### src/rtl/thermo_pkg.sv
// Shared types and defaults for the thermostat request generator.
package thermo_pkg;

  localparam int unsigned DEF_W           = 8;
  localparam int unsigned DEF_THRESH      = 2;
  localparam int unsigned DEF_MIN_RUN     = 4;
  localparam int unsigned DEF_LOCKOUT     = 4;
  localparam int unsigned DEF_ACK_TIMEOUT = 3;

  typedef enum logic [2:0] {
    IDLE    = 3'd0,
    HEAT    = 3'd1,
    COOL    = 3'd2,
    HOLDOFF = 3'd3,
    FAULT   = 3'd4
  } state_t;

  // LED pair returned by the air-conditioning unit
  typedef struct packed {
    logic lr;
    logic lg;
  } led_t;

  localparam led_t LED_OFF  = '{lr: 1'b0, lg: 1'b0};
  localparam led_t LED_HEAT = '{lr: 1'b1, lg: 1'b0};
  localparam led_t LED_COOL = '{lr: 1'b0, lg: 1'b1};

  // LED pair the unit should show once it has followed the request of state s
  function automatic led_t expected_led(input state_t s);
    case (s)
      HEAT:    return LED_HEAT;
      COOL:    return LED_COOL;
      default: return LED_OFF;
    endcase
  endfunction

endpackage

### src/rtl/ack_watchdog.sv
// Counts consecutive cycles where the unit LEDs disagree with the expected pair;
// flags a timeout on the cycle the count would reach the limit.
module ack_watchdog
  import thermo_pkg::*;
#(
  parameter int unsigned TIMEOUT = DEF_ACK_TIMEOUT
) (
  input  logic clock,
  input  logic rst,
  input  logic clear,
  input  led_t expected,
  input  led_t leds,
  output logic timeout_c
);

  localparam int unsigned CW = (TIMEOUT < 2) ? 1 : $clog2(TIMEOUT + 1);

  logic [CW-1:0] cnt;
  logic          mismatch_c;

  assign mismatch_c = (leds != expected);

  always_ff @(posedge clock) begin
    if (rst) begin
      cnt <= '0;
    end else if (clear || !mismatch_c) begin
      cnt <= '0;
    end else if (cnt != CW'(TIMEOUT)) begin
      cnt <= cnt + CW'(1);
    end
  end

  assign timeout_c = mismatch_c && (cnt == CW'(TIMEOUT - 1));

endmodule

### src/rtl/thermostat_ctrl.sv
// Heat/cool request FSM with hysteresis, minimum run, lockout and an
// acknowledge watchdog on the unit's LEDs.
module thermostat_ctrl
  import thermo_pkg::*;
#(
  parameter int unsigned W           = DEF_W,
  parameter int unsigned THRESH      = DEF_THRESH,
  parameter int unsigned MIN_RUN     = DEF_MIN_RUN,
  parameter int unsigned LOCKOUT     = DEF_LOCKOUT,
  parameter int unsigned ACK_TIMEOUT = DEF_ACK_TIMEOUT
) (
  input  logic         clock,
  input  logic         rst,
  input  logic [W-1:0] target,
  input  logic [W-1:0] ambient,
  input  logic         sample_valid,
  input  logic         LR,
  input  logic         LG,
  output logic         A,
  output logic         B,
  output logic         status,
  output logic         fault
);

  localparam int unsigned WX = W + 1;
  localparam int unsigned RW = $clog2(MIN_RUN + 1);
  localparam int unsigned HW = $clog2(LOCKOUT + 1);

  state_t        state;
  state_t        state_next;
  state_t        next_pre;
  logic [RW-1:0] run_cnt;
  logic [RW-1:0] run_inc_c;
  logic [HW-1:0] hold_cnt;
  logic [WX-1:0] amb_x;
  logic [WX-1:0] tgt_x;
  logic          heat_need_c;
  logic          cool_need_c;
  logic          amb_lt_tgt_c;
  logic          amb_gt_tgt_c;
  logic          run_done_c;
  logic          leds_illegal_c;
  logic          wd_clear_c;
  logic          wd_timeout_c;
  led_t          leds_c;

  // Widened compares so that +THRESH can never wrap at the code limits
  assign amb_x        = {1'b0, ambient};
  assign tgt_x        = {1'b0, target};
  assign heat_need_c  = (amb_x + WX'(THRESH)) < tgt_x;
  assign cool_need_c  = amb_x > (tgt_x + WX'(THRESH));
  assign amb_lt_tgt_c = ambient < target;
  assign amb_gt_tgt_c = ambient > target;

  // Run count including the current sample, saturating at MIN_RUN
  assign run_inc_c  = (run_cnt == RW'(MIN_RUN)) ? run_cnt : run_cnt + RW'(1);
  assign run_done_c = (run_inc_c == RW'(MIN_RUN));

  assign leds_c         = '{lr: LR, lg: LG};
  assign leds_illegal_c = LR & LG;

  ack_watchdog #(
    .TIMEOUT(ACK_TIMEOUT)
  ) u_ack_watchdog (
    .clock    (clock),
    .rst      (rst),
    .clear    (wd_clear_c),
    .expected (expected_led(state)),
    .leds     (leds_c),
    .timeout_c(wd_timeout_c)
  );

  // Watchdog restarts on every ordinary state change; FAULT needs no watching
  assign wd_clear_c = (next_pre != state) || (state == FAULT);

  always_ff @(posedge clock) begin
    if (rst) begin
      state <= IDLE;
    end else begin
      state <= state_next;
    end
  end

  // next_pre is the regular flow; fault detection overrides it afterwards
  always_comb begin
    next_pre   = state;
    state_next = state;
    case (state)
      IDLE: begin
        if (sample_valid) begin
          if (heat_need_c) begin
            next_pre = HEAT;
          end else if (cool_need_c) begin
            next_pre = COOL;
          end
        end
      end
      HEAT: begin
        if (sample_valid && !amb_lt_tgt_c && run_done_c) begin
          next_pre = HOLDOFF;
        end
      end
      COOL: begin
        if (sample_valid && !amb_gt_tgt_c && run_done_c) begin
          next_pre = HOLDOFF;
        end
      end
      HOLDOFF: begin
        if (hold_cnt == HW'(LOCKOUT - 1)) begin
          next_pre = IDLE;
        end
      end
      FAULT: begin
        next_pre = FAULT;
      end
      default: begin
        next_pre = IDLE;
      end
    endcase
    state_next = next_pre;
    if ((state != FAULT) && (leds_illegal_c || wd_timeout_c)) begin
      state_next = FAULT;
    end
  end

  // Registered outputs and run/holdoff counters
  always_ff @(posedge clock) begin
    if (rst) begin
      A        <= 1'b0;
      B        <= 1'b0;
      status   <= 1'b0;
      fault    <= 1'b0;
      run_cnt  <= '0;
      hold_cnt <= '0;
    end else begin
      A     <= (state_next == HEAT);
      B     <= (state_next == COOL);
      fault <= (state_next == FAULT);
      if (sample_valid && (state != FAULT)) begin
        status <= amb_lt_tgt_c;
      end
      if (state_next != state) begin
        run_cnt <= '0;
      end else if (sample_valid && ((state == HEAT) || (state == COOL))) begin
        run_cnt <= run_inc_c;
      end
      if ((state != HOLDOFF) || (state_next != HOLDOFF)) begin
        hold_cnt <= '0;
      end else begin
        hold_cnt <= hold_cnt + HW'(1);
      end
    end
  end

endmodule

### config.mk
export PLATFORM = sky130hd
export DESIGN_NAME = thermostat_ctrl
export DESIGN_NICKNAME = d
export VERILOG_FILES = /design/src/rtl/thermo_pkg.sv /design/src/rtl/ack_watchdog.sv /design/src/rtl/thermostat_ctrl.sv
export SDC_FILE = /design/constraint.sdc
export NUM_CORES = 1
export LEC_CHECK = 0
export BUFFER_PORTS_ARGS = -buffer_cell sky130_fd_sc_hd__buf_4
export CORE_MARGIN = 5
export CORE_UTILIZATION = 35
export CTS_BUF_LIST = sky130_fd_sc_hd__clkbuf_16
export DETAILED_ROUTE_END_ITERATION = 10
export PLACE_DENSITY_LB_ADDON = 0.12
export SYNTH_ARGS = -nofsm -noshare
export SYNTH_HDL_FRONTEND = slang
export SYNTH_HIERARCHICAL = 1
export SYNTH_SLANG_ARGS = --single-unit
### constraint.sdc
create_clock -name clock -period 2.55 [get_ports clock]
set_clock_uncertainty 0.1 [all_clocks]
set_input_delay 0.3825 -clock clock [delete_from_list [all_inputs] [get_ports clock]]
set_output_delay 0.3825 -clock clock [all_outputs]
set_load 0.02 [all_outputs]
After elaboration in Yosys (flattened, before gate mapping)

Index checks and enable logic that the tools add are counted.

Bits in registers: 15
Input bits: 21
Logic and storage cells: 66

Add/subtract/negate cells: 5
Magnitude comparators: 4
Eq/ne operators: 18
Mux-type cells: 10
Bitwise gates (word level): 1
Reductions and logical operators: 20

Operators by type and width:

| operator                                              | count |
|---|---|
| 2-to-1 mux 3 bit                                      | 8 |
| adder 8 x 2 -> 9 bit, second input constant           | 2 |
| case mux 3 bit (5 select lines)                       | 1 |
| equality test 3 x 2 -> 1 bit, second input constant   | 4 |
| equality test 3 bit, second input constant            | 4 |
| greater-than comparator 8 x 9 -> 1 bit                | 1 |
| less-than comparator 9 x 8 -> 1 bit                   | 1 |
| greater-than comparator 8 bit                         | 1 |
| logical AND 1 bit                                     | 8 |
| less-than comparator 8 bit                            | 1 |
| adder 3 x 1 -> 3 bit, second input constant           | 2 |
| equality test 3 x 1 -> 1 bit, second input constant   | 2 |
| inequality test 3 x 2 -> 1 bit, second input constant | 2 |
| inequality test 3 bit                                 | 2 |
| OR reduction 2 bit                                    | 3 |
| logical OR 1 bit                                      | 5 |
| case mux 2 bit (2 select lines)                       | 1 |
| logical NOT 1 bit                                     | 3 |
| logical NOT 3 bit                                     | 1 |
| inequality test 3 bit, second input constant          | 1 |
| adder 2 x 1 -> 2 bit, second input constant           | 1 |
| equality test 2 bit, second input constant            | 1 |
| inequality test 2 bit                                 | 1 |
| inequality test 2 bit, second input constant          | 1 |
| AND 1 bit                                             | 1 |

Depth between registers and ports, before layout

Gate-level depths: netlist of the first run.

Depth after elaboration: 10
Gate-level depth with buffers: 12

Modules after synthesis

The synthesis of the first run kept the hierarchy.

By module, submodules not included:

| module          | times used | cells each | area an instance (um2) | seq. area each (um2) |
|---|---|---|---|---|
| thermostat_ctrl | 1          | 177        | 1433.9                 | 260.2 |
| ack_watchdog    | 1          | 14         | 126.4                  | 40.0 |

Worst setup path before layout of the first run

No wires, ideal clock.

Kind: register to register
Start point: reg state[1]
End point: reg run_cnt[0]
Library setup time: 0.086 ns
Arrival time: 2.266 ns
Data required time: 2.364 ns
Path slack: 0.099 ns
Stages on the path, launching flop included: 12
Clock period less this slack: 2.451 ns
Cell sequence: dfxtp_1 clkbuf_1 nor2_1 and2_1 xor2_1 nor2_1 nor2b_1 a21oi_1 mux2_2 o21ai_0 o21bai_1 a211oi_1

Longest elaborated chain between the ends: 9
Elaborated cells on any way between the ends: 23
Classes of those cells: eq/ne (7); mux (9); reduce/logical (7)

RTL lines:

| item                                                                                | RTL line               | source |
|---|---|---|
| from (decl)                                                                         | thermostat_ctrl.sv:29  | `state_t state;` |
| from (signal assigned)                                                              | thermostat_ctrl.sv:80  | `state <= state_next;` |
| equality test 3 x 2 -> 1 bit / equality test 3 x 1 -> 1 bit (equally long branches) | thermo_pkg.sv:30       | `case (s)` |
| case mux 2 bit (2 select lines) *                                                   | thermo_pkg.sv:30       |  |
| inequality test 2 bit *                                                             | ack_watchdog.sv:21     | `assign mismatch_c = (leds != expected);` |
| logical AND 1 bit *                                                                 | ack_watchdog.sv:33     | `assign timeout_c = mismatch_c && (cnt == CW'(TIMEOUT - 1));` |
| net wd_timeout_c                                                                    | thermostat_ctrl.sv:44  | `logic wd_timeout_c;` |
| logical OR 1 bit *                                                                  | thermostat_ctrl.sv:121 | `if ((state != FAULT) && (leds_illegal_c \|\| wd_timeout_c)) begin` |
| logical AND 1 bit *                                                                 | thermostat_ctrl.sv:121 |  |
| 2-to-1 mux 3 bit *                                                                  | thermostat_ctrl.sv:121 |  |
| inequality test 3 bit *                                                             | thermostat_ctrl.sv:142 | `if (state_next != state) begin` |
| OR reduction 2 bit (no line) *                                                      | n/a                    |  |
| to (signal assigned)                                                                | thermostat_ctrl.sv:145 | `run_cnt <= run_inc_c;` |
| to (decl)                                                                           | thermostat_ctrl.sv:32  | `logic [RW-1:0] run_cnt;` |

Mark *: on every way through the listed nets, which the timed path passes. The rest lies on a longest branch.
A chain may end at the register's enable or synchronous reset.

Worst setup path after layout of the first run

Ends and elaborated chain as after synthesis.

==> results.py, run 1 <==
metrics = {
    "worst_hold_path": {
        "hold_depth": 2,
        "min_from": "rst",
        "hold_path_end": "state[1]",
        "worstHoldPathType": "in -> reg",
    },
    "route": {
        "drtPass1Iterations": 4,
        "wirelength_mm": 3.785,
        "drtAntennaViolNets": 0,
        "drt-vias-per-instance": 5.089,
        "wl_per_cell_um": 12.92,
        "drt_drc_violations_left": 0,
        "vias": 1491,
        "drt_iter0_drc": 62,
    },
    "synthesis": {
        "synth_cells": 191,
        "synth_top_family_by_area": "adder cells",
        "synthesis.nets": 242,
        "synth-seq-area-share_pct": 19.25,
        "synthAdderAreaFrac_pct": 24.06,
        "synth_edf_count": 0,
        "synth-seq-cells": 15,
        "synth_area_sq_um": 1560,
        "synthArstFlopShare_pct": 0,
        "synth-simple-area-share_pct": 22.37,
        "synthMuxAreaShare_pct": 3.609,
        "syn_avg_cell_area_sq_um": 8.169,
        "synth.distinct_cells": 43,
        "synthFlopType": "dfxtp_1",
        "yosys.area_share.xor_xnor_pct": 7.859,
        "ys_warn_count": 6,
        "synth_compound_area_share_pct": 18.04,
    },
    "setup_path": {
        "worstPathMaxFanout": 5,
        "critPathCaptureType": "flip-flop",
        "path_class": "reg -> reg",
        "timing.rr.end": "run_cnt[0]",
        "reg2reg_depth": 10,
        "arrival_ns": 2.46,
        "critical_path_required_ns": 2.60,
        "start_kind": "flip-flop",
        "rrSetupSlack_ns": 0.14,
        "r2r_start": "state[1]",
    },
    "layout": {
        "layout_commonest_cell": "buf_4",
        "fin_cells": 293,
        "layout_common_cells": "48 x buf_4, 29 x ha_1, 19 x inv_1",
        "nFillCells": 425,
        "area_growth_pct": 34.88,
        "diodes": 0,
        "layout-drive-gt1-share_pct": 27.39,
        "nets": 293,
        "utilization_pct": 48.33,
    },
    "floorplanning": {
        "coreArea_sq_um": 4354,
        "die_w_um": 76.77,
        "fp.dieArea_sq_um": 5893,
        "die_y_um": 76.77,
        "fp-row-count": 24,
        "start_util_pct": 35.83,
        "ioPinCount": 25,
    },
    "clocking": {
        "postCtsHoldBufs": 0,
        "clock-sinks": 15,
        "numCtsBuffers": 3,
        "clk_pin_slew_ns": 0.05,
        "cts.htree.levels": 1,
        "tritoncts": "yes",
        "cts-root-buf": "clkbuf_16",
        "cts_buffer_depth": 2,
        "clock_latency_ns": 0.24,
    },
    "global_route": {
        "grt_pass1_vias": 1403,
        "grt_max_degree": 10,
        "antenna_found_initial": 0,
        "grt_first_pass_wirelength_mm": 6.375,
        "busiest_layer": "met1",
        "grt_usage_pct": 12.68,
        "gr-total-overflow": 0,
        "gr-usage-met3_pct": 1.991,
        "met1_usage_pct": 19.23,
        "gr-usage-met2_pct": 18.68,
    },
    "sta": {
        "finalHoldViolCount": 0,
        "finalMaxSlewViolations": 0,
        "fin_ws_ns": 0.1410,
        "worst_pin_slew_ns": 0.3800,
        "finalCritPeriodShare_pct": 94.47,
        "slew_headroom_pct": 74.40,
        "fin_crit_ns": 2.409,
        "clock.fmax_ghz": 0.4151,
        "finalSetupViolations": 0,
    },
    "power": {
        "switchingPower_mw": 0.2620,
        "switching_share_pct": 29.91,
        "p_leak_nw": 0.9975,
        "ir_drop_v": 0.0002331,
        "share_seq_of_total_power_pct": 29.9,
        "clockPowerShare_pct": 33.7,
        "p_int_mw": 0.6138,
        "power_density_nw_per_um2": 416.2,
        "total_power_mw": 0.8758,
        "combPwrFrac_pct": 36.4,
    },
    "placed_design": {
        "dp_hpwl_mm": 3.226,
        "dp_cells": 288,
        "gp_congestion": 0.8108,
        "pre_cts_ws_ns": -0.2408,
        "portBuffers": 24,
    },
    "outcome": {
        "outcome": "finished, final reports clean",
    },
    "job": {
        "maxCapViolCount": 0,
    },
}
-- critical path: stages, from the launching register on --
cell and delay (ns):
dfxtp_1 0.41, nor2_1 0.09, and2_1 0.20, xor2_1 0.16, nor2_1 0.22, nor2b_1 0.10, a21oi_2 0.16, mux2_2 0.35
o21ai_0 0.21, o21bai_2 0.13, a211oi_1 0.20
-- per-stage QoR --
stage / hold WS, ns / area (sq um) / TNS, ns
after floorplan: 0.2992 / 1560 / 0
after global placement: 0.3196 / 1971 / -0.6211
after detailed placement: 0.3201 / 1971 / -1.022
after CTS: 0.2821 / 2049 / 0
after global routing: 0.2902 / 2105 / -0.01980
final: 0.2875 / 2105 / 0
-- cells by family (layout without fill, tap and decap cells) --
logic type               after synthesis  after routing
AND/OR/NAND/NOR                       65             65
AO/OA/AOI/OAI                         42             42
adder cells (fa/ha/maj)               30             30
buffers and inverters                 20             70
flip-flops                            15             15
XOR/XNOR                              14             14
multiplexers                           5              5
-- power by group through the flow --
| stage | Clock, mW | Sequential [mW] | Combinational, mW |
|---|---|---|---|
| 3_5_place_dp | 0 | 0.265 | 0.304 |
| 6_report | 0.295 | 0.262 | 0.319 |
| 3_3_place_gp | 0 | 0.265 | 0.302 |
| 5_1_grt | 0.320 | 0.262 | 0.358 |
| 4_1_cts | 0.304 | 0.261 | 0.305 |
| 2_1_floorplan | 0 | 0.269 | 0.175 |
-- per-layer routing --
layer  vias up  wire length, um  share of wire, %
met2        23             1585                42
li1        792                -                 -
met3         4              116               3.1
met1       672             2046                54
met4         0               37              0.98
met5         -                0                 0
-- sequential cells by signal (all words and copies together) (netlist names) --
register,count
A,1
B,1
fault,1
hold_cnt,3
run_cnt,3
state,3
status,1
u_ack_watchdog/cnt,2
-- how the worst max path moves through the flow --
stage                             to  slack, ns  cells past startpoint       from
2_1_floorplan             run_cnt[0]        0.1                     11   state[1]
3_3_place_gp   u_ack_watchdog/cnt[1]      -0.15                     13  target[1]
3_5_place_dp   u_ack_watchdog/cnt[1]      -0.24                     13  target[1]
4_1_cts        u_ack_watchdog/cnt[1]       0.04                     13  target[1]
5_1_grt                   run_cnt[0]     -0.009                     10   state[2]
6_report                  run_cnt[0]       0.14                     10   state[1]
-- synth_stat cells, types with 3 or more instances --
cell type | count | share of area, %
a211oi_1 | 6 | 2.9
a21oi_1 | 14 | 4.5
and3_1 | 5 | 2.0
dfxtp_1 | 15 | 19
ha_1 | 30 | 24
inv_1 | 18 | 4.3
nand2_1 | 15 | 3.6
nand2b_1 | 3 | 1.2
nand3_1 | 12 | 3.8
nor2_1 | 13 | 3.1
nor2b_1 | 3 | 1.2
o21ai_0 | 3 | 0.96
xnor2_1 | 10 | 5.6
xor2_1 | 4 | 2.2
-- cell type report --
| type | instances | area (sq um) | share of cell area (%) |
|---|---|---|---|
| Inverter | 18 | 67.56 | 3.210 |
| Clock buffer | 3 | 75.07 | 3.567 |
| Clock inverter | 1 | 3.754 | 0.1784 |
| Sequential cell | 15 | 301.5 | 14.33 |
| Multi-Input combinational cell | 156 | 1231 | 58.50 |
| Tap cell | 52 | 65.06 | 3.092 |
| Timing Repair Buffer | 48 | 360.3 | 17.12 |
-- what timing repair did --
| action | CTS | global route |
|---|---|---|
| setup endpoints to repair | 0 | 6 |
| setup buffers | 0 | 1 |
| gates resized for setup | 0 | 10 |
Power figures use the tool's default switching activity.
==> run 2: changes to the inputs <==
- RECOVER_POWER: not set -> 50
- clock period: 2.55 -> 2.9 ns (I/O delays scaled with it)
==> run 2 against run 1 <==
Against the previous run:
- sequential cell count unchanged
- clock power down 14%
- register-to-register slack better by 0.30 ns
- worst hold slack improved by 0.041 ns
- first-iteration DRC count decreased by 9.7%
==> results.py, run 2 (synthesized netlist as in run 1, its figures left out) <==
metrics = {
    "clocking": {
        "clock-sinks": 15,
        "clk_pin_slew_ns": 0.04,
        "cts-root-buf": "clkbuf_16",
        "cts_buffer_depth": 2,
        "numCtsBuffers": 3,
        "cts_post_setup_buffers_inserted": 0,
        "cts.htree.levels": 1,
        "tritoncts": "yes",
        "postCtsHoldBufs": 0,
        "cts_resized": 0,
        "clock_latency_ns": 0.24,
    },
    "layout": {
        "layout_common_cells": "30 x ha_1, 23 x buf_4, 19 x inv_1",
        "fin_cells": 273,
        "area_growth_pct": 21.01,
        "layout-drive-gt1-share_pct": 14.48,
        "layout_commonest_cell": "ha_1",
        "nets": 273,
        "utilization_pct": 43.36,
        "reg_top3": "hold_cnt (3), run_cnt (3), state (3)",
        "design_area_sq_um": 1888,
        "diodes": 0,
        "nFillCells": 443,
    },
    "power": {
        "combPwrFrac_pct": 33.1,
        "p_leak_nw": 0.8726,
        "power_density_nw_per_um2": 381.8,
        "switching_share_pct": 29.30,
        "ir_drop_v": 0.0001793,
        "p_int_mw": 0.5096,
        "clockPowerShare_pct": 35.2,
        "switchingPower_mw": 0.2112,
        "share_seq_of_total_power_pct": 31.7,
    },
    "setup_path": {
        "critical_path_required_ns": 2.95,
        "critical-path-top-delay-family": "compound AO/OA/AOI/OAI gates",
        "crit_path_top_delay_cell": "ha_1",
        "critPathBufInv": 1,
        "critPathCaptureType": "flip-flop",
        "worstPathMaxFanout": 5,
        "path_cells": "buf_4, ha_1, and3_1, nand3_1, xnor2_1, ha_1, nand3_1, o31ai_1, o21bai_1, a21oi_1, a21oi_1, o2111ai_1, nor4_1",
        "arrival_ns": 2.64,
        "slowest_delay_ns": 0.29,
        "reg2reg_depth": 9,
        "path_class": "in -> reg",
        "start_kind": "primary input",
        "cp.depth": 13,
    },
    "sta": {
        "finalSetupViolations": 0,
        "finalMaxSlewViolations": 0,
        "fin_crit_ns": 2.591,
        "clock.fmax_ghz": 0.3860,
        "timing.setup.tns_ns": 0,
        "slew_headroom_pct": 73.71,
        "grt_setup_unrepaired": "false",
        "worst_pin_slew_ns": 0.3902,
        "timing.hold.ws_ns": 0.3288,
        "finalHoldViolCount": 0,
        "finalCritPeriodShare_pct": 89.33,
    },
    "placed_design": {
        "dp_cells": 269,
        "dp_hpwl_mm": 3.015,
        "postPlaceCellArea_sq_um": 1828,
        "portBuffers": 24,
        "gp_congestion": 0.7886,
    },
    "floorplanning": {
        "ioPinCount": 25,
        "start_util_pct": 35.83,
        "fp-row-count": 24,
        "die_y_um": 76.77,
        "coreArea_sq_um": 4354,
        "die_w_um": 76.77,
        "fp.dieArea_sq_um": 5893,
    },
    "route": {
        "wirelength_mm": 3.516,
        "drtAntennaViolNets": 0,
        "wl_per_cell_um": 12.88,
        "vias": 1411,
        "drt_iter0_drc": 56,
        "drtPass1Iterations": 4,
        "drt_drc_violations_left": 0,
        "drt-vias-per-instance": 5.168,
    },
    "global_route": {
        "grt_pass1_vias": 1295,
        "grt_usage_pct": 11.94,
        "antenna_found_initial": 0,
        "grt_max_degree": 11,
        "grt_first_pass_wirelength_mm": 5.920,
        "gr-total-overflow": 0,
    },
    "job": {
        "maxCapViolCount": 0,
    },
    "worst_hold_path": {
        "hold_depth": 1,
        "worstHoldPathType": "reg -> reg",
    },
    "outcome": {
        "outcome": "finished, final reports clean",
    },
}
run 2: changes by cell type in the layout (fill, tap and decap cells not counted), sizes merged:
cell,previous run,this run
clkbuf,3,8
buf,48,23
run 2: per-layer routing:
metal  vias to the layer above  track usage, %  share of wire, %
li1                        749               -                 -
met1                       635           18.12                53
met2                        25           17.49                43
met3                         2           2.108               3.6
met4                         0           2.273              0.40
met5                         -               0                 0
run 2: worst paths after layout:
kind | from | slack, ns | to
max reg2reg | state[1] | 0.44 | run_cnt[0]
max | target[1] | 0.31 | u_ack_watchdog/cnt[0]
min | hold_cnt[0] | 0.33 | hold_cnt[0]
min reg2reg | hold_cnt[0] | 0.33 | hold_cnt[0]
run 2: worst reg2reg max path: cells and delay by family, from the launching register on:
family,cells,cell delay (ns)
compound gates,4,0.72
xor+xnor,1,0.12
flops,1,0.45
mux,1,0.36
simple gates,3,0.65
run 2: power by group through the flow:
| stage | Sequential [mW] | Combinational, mW | Clock, mW |
|---|---|---|---|
| finish | 0.228 | 0.239 | 0.254 |
| global route | 0.230 | 0.273 | 0.272 |
| CTS | 0.229 | 0.246 | 0.260 |
| detailed placement | 0.232 | 0.244 | 0 |
| global placement | 0.233 | 0.247 | 0 |
| floorplan | 0.236 | 0.154 | 0 |
run 2: area by class of cell:
type                    instances  area [sq um]  share of cell area (%)
multi-input cells             156          1185                   62.76
flip-flops and latches         15         300.3                   15.90
repair buffers                 28         191.4                   10.14
clock buffers                   3         75.07                   3.976
inverters                      18         67.56                   3.579
well taps                      52         65.06                   3.446
clock inverters                 1         3.754                  0.1988
run 2: per-stage QoR:
step | setup WS, ns | total power, mW
floorplan | 0.4141 | 0.3905
global placement | 0.1273 | 0.4801
detailed placement | 0.04062 | 0.4765
CTS | 0.3153 | 0.7346
global route | 0.07770 | 0.7740
finish | 0.3095 | 0.7208
